==> config.mk <==
export PLATFORM = sky130hd
export DESIGN_NAME = interrupt_sequencer_flat
export DESIGN_NICKNAME = d
export VERILOG_FILES = /design/src/rtl/interrupt_sequencer_if.sv /design/src/rtl/interrupt_sequencer.sv /design/src/flat_wrapper.sv
export SDC_FILE = /design/constraint.sdc
export NUM_CORES = 1
export LEC_CHECK = 0
export CAP_MARGIN = 0
export CORE_UTILIZATION = 40
export DETAILED_ROUTE_END_ITERATION = 10
export PLACE_DENSITY = 0.91
export SLEW_MARGIN = 20
export SYNTH_ARGS = -nofsm -noshare
export SYNTH_HDL_FRONTEND = slang
export SYNTH_SLANG_ARGS = --single-unit
export TNS_END_PERCENT = 10
==> constraint.sdc <==
create_clock -name i_clk -period 5.1 [get_ports i_clk]
set_clock_uncertainty 0.15 [all_clocks]
set_input_delay 1.275 -clock i_clk [delete_from_list [all_inputs] [get_ports i_clk]]
set_output_delay 1.275 -clock i_clk [all_outputs]
set_load 0.005 [all_outputs]
==> src/rtl/interrupt_sequencer_if.sv <==
// Handshake bundle between the interrupt latch / control unit and the
// interrupt sequencer. The sequencer side uses the master modport; the
// latch/control-unit side (or a testbench) uses the slave modport.
interface interrupt_sequencer_if #(
  parameter int NUM_SRC = 8,
  parameter int ID_W    = 3,
  parameter int VEC_W   = 16
);
  logic [NUM_SRC-1:0] hardware;   // pending lines from the latch
  logic [NUM_SRC-1:0] irq_mask;   // per-source enable
  logic               irq_en;     // global enable
  logic               irq;        // request to control unit
  logic [ID_W-1:0]    irq_id;     // requested / in-service source
  logic [VEC_W-1:0]   irq_vector; // vector address of irq_id
  logic               irq_ack;    // control unit accepts (pulse)
  logic               irq_done;   // handler finished (pulse)
  logic [ID_W:0]      clr_input;  // {valid, id} latch clear code
  logic               busy;       // sequencer not idle

  modport master (
    input  hardware, irq_mask, irq_en, irq_ack, irq_done,
    output irq, irq_id, irq_vector, clr_input, busy
  );

  modport slave (
    output hardware, irq_mask, irq_en, irq_ack, irq_done,
    input  irq, irq_id, irq_vector, clr_input, busy
  );
endinterface

==> src/rtl/interrupt_sequencer.sv <==
// Interrupt sequencer: fixed-priority arbitration of latched interrupt lines
// (bit 0 highest) and a one-at-a-time IRQ/ACK/DONE handshake with the control
// unit. Each accepted request produces exactly one latch clear code.

// One arbitration lane: a source is eligible when pending, unmasked and
// globally enabled; it is granted only if no higher-priority lane is eligible.
module interrupt_sequencer_lane (
  input  logic i_pend,
  input  logic i_mask,
  input  logic i_en,
  input  logic i_higher,   // some higher-priority lane is eligible
  output logic o_any,      // this lane or a higher one is eligible
  output logic o_grant
);
  logic w_elig;

  assign w_elig  = i_pend & i_mask & i_en;
  assign o_grant = w_elig & ~i_higher;
  assign o_any   = w_elig | i_higher;
endmodule

module interrupt_sequencer #(
  parameter int               NUM_SRC    = 8,
  parameter int               ID_W       = 3,
  parameter int               VEC_W      = 16,
  parameter logic [VEC_W-1:0] VEC_BASE   = 16'h0040,
  parameter logic [VEC_W-1:0] VEC_STRIDE = 16'h0004
) (
  input  logic                  i_clk,
  input  logic                  i_rst_n,
  interrupt_sequencer_if.master bus
);

  localparam logic [1:0] S_IDLE    = 2'd0;
  localparam logic [1:0] S_REQ     = 2'd1;
  localparam logic [1:0] S_CLEAR   = 2'd2;
  localparam logic [1:0] S_SERVICE = 2'd3;

  logic [1:0]         r_state;
  logic               r_irq;
  logic [ID_W-1:0]    r_id;
  logic [VEC_W-1:0]   r_vector;
  logic [ID_W:0]      r_clr;
  logic               r_busy;
  logic               r_done_pend;  // DONE seen during the CLEAR cycle

  logic [NUM_SRC:0]   w_chain;      // w_chain[i]: some lane below i is eligible
  logic [NUM_SRC-1:0] w_grant;      // one-hot winner
  logic [ID_W-1:0]    w_win_id;
  logic [VEC_W-1:0]   w_win_vec;
  logic               w_any;
  logic               w_req_live;

  // Priority chain: lane 0 sees no higher-priority competitor.
  assign w_chain[0] = 1'b0;

  genvar gi;
  generate
    for (gi = 0; gi < NUM_SRC; gi++) begin : g_lane
      interrupt_sequencer_lane u_lane (
        .i_pend   (bus.hardware[gi]),
        .i_mask   (bus.irq_mask[gi]),
        .i_en     (bus.irq_en),
        .i_higher (w_chain[gi]),
        .o_any    (w_chain[gi+1]),
        .o_grant  (w_grant[gi])
      );
    end
  endgenerate

  assign w_any = w_chain[NUM_SRC];

  // Encode the one-hot grant into a source ID.
  always_comb begin
    w_win_id = '0;
    for (int i = 0; i < NUM_SRC; i++) begin
      if (w_grant[i]) w_win_id = w_win_id | ID_W'(i);
    end
  end

  // Vector wraps modulo 2^VEC_W by construction of the sized arithmetic.
  assign w_win_vec  = VEC_BASE + (VEC_W'(w_win_id) * VEC_STRIDE);

  // The pending line of the source currently being requested.
  assign w_req_live = bus.hardware[r_id];

  // Handshake FSM; every output is a register updated here.
  always_ff @(posedge i_clk or negedge i_rst_n) begin
    if (!i_rst_n) begin
      r_state     <= S_IDLE;
      r_irq       <= 1'b0;
      r_id        <= '0;
      r_vector    <= VEC_BASE;
      r_clr       <= '0;
      r_busy      <= 1'b0;
      r_done_pend <= 1'b0;
    end else begin
      case (r_state)
        S_IDLE: begin
          // ID/vector keep their last value while nothing is eligible.
          if (w_any) begin
            r_state  <= S_REQ;
            r_irq    <= 1'b1;
            r_id     <= w_win_id;
            r_vector <= w_win_vec;
            r_busy   <= 1'b1;
          end
        end
        S_REQ: begin
          // ACK beats a simultaneous withdrawal; mask/enable are not looked at.
          if (bus.irq_ack) begin
            r_state <= S_CLEAR;
            r_irq   <= 1'b0;
            r_clr   <= {1'b1, r_id};
          end else if (!w_req_live) begin
            r_state <= S_IDLE;
            r_irq   <= 1'b0;
            r_busy  <= 1'b0;
          end
        end
        S_CLEAR: begin
          // Clear code lives for exactly this cycle; remember an early DONE.
          r_state     <= S_SERVICE;
          r_clr       <= '0;
          r_done_pend <= bus.irq_done;
        end
        S_SERVICE: begin
          if (bus.irq_done || r_done_pend) begin
            r_state     <= S_IDLE;
            r_busy      <= 1'b0;
            r_done_pend <= 1'b0;
          end
        end
        default: begin
          r_state     <= S_IDLE;
          r_irq       <= 1'b0;
          r_clr       <= '0;
          r_busy      <= 1'b0;
          r_done_pend <= 1'b0;
        end
      endcase
    end
  end

  assign bus.irq        = r_irq;
  assign bus.irq_id     = r_id;
  assign bus.irq_vector = r_vector;
  assign bus.clr_input  = r_clr;
  assign bus.busy       = r_busy;

  // Structural invariants of the handshake.
  a_irq_only_in_req: assert property (
    @(posedge i_clk) disable iff (!i_rst_n) r_irq == (r_state == S_REQ));
  a_clr_only_in_clear: assert property (
    @(posedge i_clk) disable iff (!i_rst_n) r_clr[ID_W] == (r_state == S_CLEAR));
  a_busy_not_idle: assert property (
    @(posedge i_clk) disable iff (!i_rst_n) r_busy == (r_state != S_IDLE));

endmodule

==> src/flat_wrapper.sv <==
// flat-port wrapper written by rule: the top's interface ports become plain ports
module interrupt_sequencer_flat 
#(
  parameter int               NUM_SRC    = 8,
  parameter int               ID_W       = 3,
  parameter int               VEC_W      = 16,
  parameter logic [VEC_W-1:0] VEC_BASE   = 16'h0040,
  parameter logic [VEC_W-1:0] VEC_STRIDE = 16'h0004
)
  (i_clk, i_rst_n, bus_hardware, bus_irq_mask, bus_irq_en, bus_irq_ack, bus_irq_done, bus_irq, bus_irq_id, bus_irq_vector, bus_clr_input, bus_busy);
  interrupt_sequencer_if #(.NUM_SRC(NUM_SRC), .ID_W(ID_W), .VEC_W(VEC_W)) bus_i ();
  input  logic i_clk;
  input  logic i_rst_n;
  input wire logic [$bits(bus_i.hardware)-1:0] bus_hardware;
  input wire logic [$bits(bus_i.irq_mask)-1:0] bus_irq_mask;
  input wire logic [$bits(bus_i.irq_en)-1:0] bus_irq_en;
  input wire logic [$bits(bus_i.irq_ack)-1:0] bus_irq_ack;
  input wire logic [$bits(bus_i.irq_done)-1:0] bus_irq_done;
  output wire logic [$bits(bus_i.irq)-1:0] bus_irq;
  output wire logic [$bits(bus_i.irq_id)-1:0] bus_irq_id;
  output wire logic [$bits(bus_i.irq_vector)-1:0] bus_irq_vector;
  output wire logic [$bits(bus_i.clr_input)-1:0] bus_clr_input;
  output wire logic [$bits(bus_i.busy)-1:0] bus_busy;
  assign bus_i.hardware = bus_hardware;
  assign bus_i.irq_mask = bus_irq_mask;
  assign bus_i.irq_en = bus_irq_en;
  assign bus_i.irq_ack = bus_irq_ack;
  assign bus_i.irq_done = bus_irq_done;
  assign bus_irq = bus_i.irq;
  assign bus_irq_id = bus_i.irq_id;
  assign bus_irq_vector = bus_i.irq_vector;
  assign bus_clr_input = bus_i.clr_input;
  assign bus_busy = bus_i.busy;
  interrupt_sequencer #(.NUM_SRC(NUM_SRC), .ID_W(ID_W), .VEC_W(VEC_W), .VEC_BASE(VEC_BASE), .VEC_STRIDE(VEC_STRIDE)) u_core (.i_clk(i_clk), .i_rst_n(i_rst_n), .bus(bus_i));
endmodule
==> flow_metrics.env <==
export IMPL_reg2reg_slack_ns=3.22
export IMPL_fin_area_um2=1100
export IMPL_r2r_cells=4
export IMPL_hold_viol=0
export IMPL_synth_xor_area_frac=0
export IMPL_timing_critical_path_from="bus_hardware[2]"
export IMPL_n_antenna_cell=0
export IMPL_ir_drop_uv=257
export IMPL_antenna_left=0
export IMPL_yosysTopAreaCell="dfrtp_1"
export IMPL_vias=775
export IMPL_synth_top_family_by_area="compound AO/OA/AOI/OAI gates"
export IMPL_fin_setup_tns_ns=0
export IMPL_clk_latency_ns=0.27
export IMPL_fin_ws_ns=2.25
export IMPL_syn_area_um2=816
export IMPL_whs_ns=0.393
export IMPL_worst_setup_path_type="input pin to flop"
export IMPL_die_area_um2=2220
export IMPL_grt_max_degree=17
export IMPL_tightest_slew_ns=0.528
export IMPL_power_density_nw_per_um2=466
export IMPL_place_detailed_hpwl_mm=1.69
export IMPL_coreArea_um2=1820
export IMPL_r2r_end="u_core.r_state[0]"
export IMPL_status="complete, no violations"
export IMPL_worstSetupEndpoint="u_core.bus.irq_id[2]"
export IMPL_dp_slack_ns=2.01
export IMPL_post_dp_cell_area_um2=1080
export IMPL_crit_path_end_kind="flop"
export IMPL_stdcell_count=140
export IMPL_final_core_util=0.605
export IMPL_gr_total_overflow=0
export IMPL_fin_crit_ns=2.85
export IMPL_syn_inst=87
export IMPL_yosys_area_top_type_share=0.368
export IMPL_ioPinCount=46
export IMPL_muxShareOfSynthArea=0.0905
export IMPL_portBuffers=32
export IMPL_clock_sinks=12
export IMPL_routedWlPerCell_um=14.9
export IMPL_yosys_register_bits=12
export IMPL_synth_edff_count=0
export IMPL_layout_drive_gt1_share=0.0348
export IMPL_max_cap_viol_count=0
export IMPL_synth_area_leaders="dfrtp_1, buf_4, mux4_1, o21ai_0, nand2_1"
export IMPL_rows=15
export IMPL_grt_pass1_wl_mm=3.19
export IMPL_hp_class="flop to flop"
export IMPL_numCtsBuffers=3
export IMPL_chipWidth_um=47.2
export IMPL_arrival_ns=2.86
export IMPL_report_final_slew_viol_count=0
export IMPL_synth_simple_gate_area_frac=0.101
export IMPL_syn2layout_area_growth_pct=35.1
export IMPL_synthTopCellsByCount="buf_4, dfrtp_1, nand2_1, o21ai_0, a21oi_1"
export IMPL_synth_async_reset_ratio=1.00
export IMPL_ys_warn_count=0
export IMPL_startpoint_type="input pin"
export IMPL_crit_path_max_fanout=4
export IMPL_tritoncts="yes"
export IMPL_gp_congestion=0.805
export IMPL_root_buffer="clkbuf_4"
export IMPL_synth_compound_area_share=0.264
export IMPL_p_total_mw=0.514
export IMPL_ys_dominant_reg_cell="dfrtp_1"
export IMPL_grt_use_total=0.213
export IMPL_rsz0062_at_grt="no"
export IMPL_fill_cells=154
export IMPL_required_ns=5.11
export IMPL_nets=138
export IMPL_drt_iter0_drc=31
export IMPL_cts_resized_gates=0
export IMPL_period_share=0.559
export IMPL_ys_seq_area_frac=0.368
export IMPL_htreeDepth=1
export IMPL_path_clk_slew_ns=0.07
export IMPL_postCtsSetupBuffers=0
export IMPL_start_util=0.448
export IMPL_setup_viol=0
export IMPL_die_h_um=47.2
export IMPL_yosysUniqueCellTypes=28
export IMPL_drc=0
export IMPL_firstDrtPassIters=4
export IMPL_synth_most_common_cell="buf_4"
export IMPL_leakage_nw=0.475
export IMPL_synthAdderAreaFrac=0
export IMPL_dp_cells=137
export IMPL_clk_path_buf_depth=2
export IMPL_reg2reg_from="u_core.bus.irq_id[1]"
export IMPL_syn_area_per_cell_um2=9.38
export IMPL_grt_pass1_vias=711
export IMPL_relSlewSlack=0.647
export IMPL_cts_hold_buf=0
export IMPL_fmax_mhz=351
export IMPL_wl_mm=2.08
export IMPL_via_per_inst=5.54
export IMPL_antenna_found_initial=0
routing by layer:
metal,track usage,part of all wire,vias to the layer above
met3,0.0769,0.071,12
met4,0.114,0.039,0
li1,-,-,353
met2,0.378,0.54,50
met5,0,0,-
met1,0.219,0.35,360
state kept, by name (all words and copies together), names as in the netlist, named ones only:
name,flops
u_core.bus.irq,1
u_core.bus.clr_input,4
u_core.r_state,1
u_core.bus.busy,1
u_core.bus.irq_id,3
u_core.r_done_pend,1
layout by cell type (no fill, tap or decap):
master           instances
a211o_1                  1
a21o_1                   1
a21oi_1                  6
a22o_1                   3
a22oi_1                  4
a31oi_1                  1
a32oi_1                  2
a41oi_1                  1
clkbuf_4                 3
clkdlybuf4s50_1         32
conb_1                  13
dfrtp_1                 12
inv_1                    2
mux2_2                   1
mux2i_1                  1
mux4_1                   2
nand2_1                 10
nand3_1                  1
nand3b_1                 2
nor2_1                   1
nor2b_1                  2
o211a_1                  1
o211ai_1                 1
o21ai_0                  9
o21bai_1                 1
o311a_1                  1
or3b_1                   1
cell type report:
type                    instances  area, µm²  area share
inverters                       2       7.51     0.00681
flip-flops and latches         12        300       0.272
well taps                      25       31.3      0.0284
clock buffers                   3       22.5      0.0204
multi-input cells              66        420       0.381
repair buffers                 32        320       0.291
worst max-delay path, cell delays in order:
cell and delay, ns:
clkdlybuf4s50_1 0.46, a22oi_1 0.35, a41oi_1 0.27, nand2_1 0.16, mux2_2 0.35
power breakdown:
group	internal, mW	leakage [nW]	switching, mW
combinational	0.156	0.313	0.0912
clock	0.0273	0.0138	0.0282
sequential	0.139	0.148	0.0715
worst min-delay path by stage:
stage | start | to | slack, ns | cells past startpoint
floorplan | u_core.r_done_pend | u_core.r_done_pend | 0.35 | 2
global placement | u_core.bus.clr_input[3] | u_core.bus.clr_input[3] | 0.35 | 2
detailed placement | u_core.bus.clr_input[1] | u_core.bus.clr_input[1] | 0.38 | 1
CTS | u_core.bus.clr_input[1] | u_core.bus.clr_input[1] | 0.39 | 1
global route | u_core.bus.clr_input[1] | u_core.bus.clr_input[1] | 0.41 | 1
finish | u_core.bus.clr_input[1] | u_core.bus.clr_input[1] | 0.39 | 1
cell families after synthesis:
kind of cell	count (synthesis)
buf+inv	20
other cells	2
simple gates	17
flops	12
compound gates	32
mux	4
Note: power is estimated with default switching activity, not from simulation.
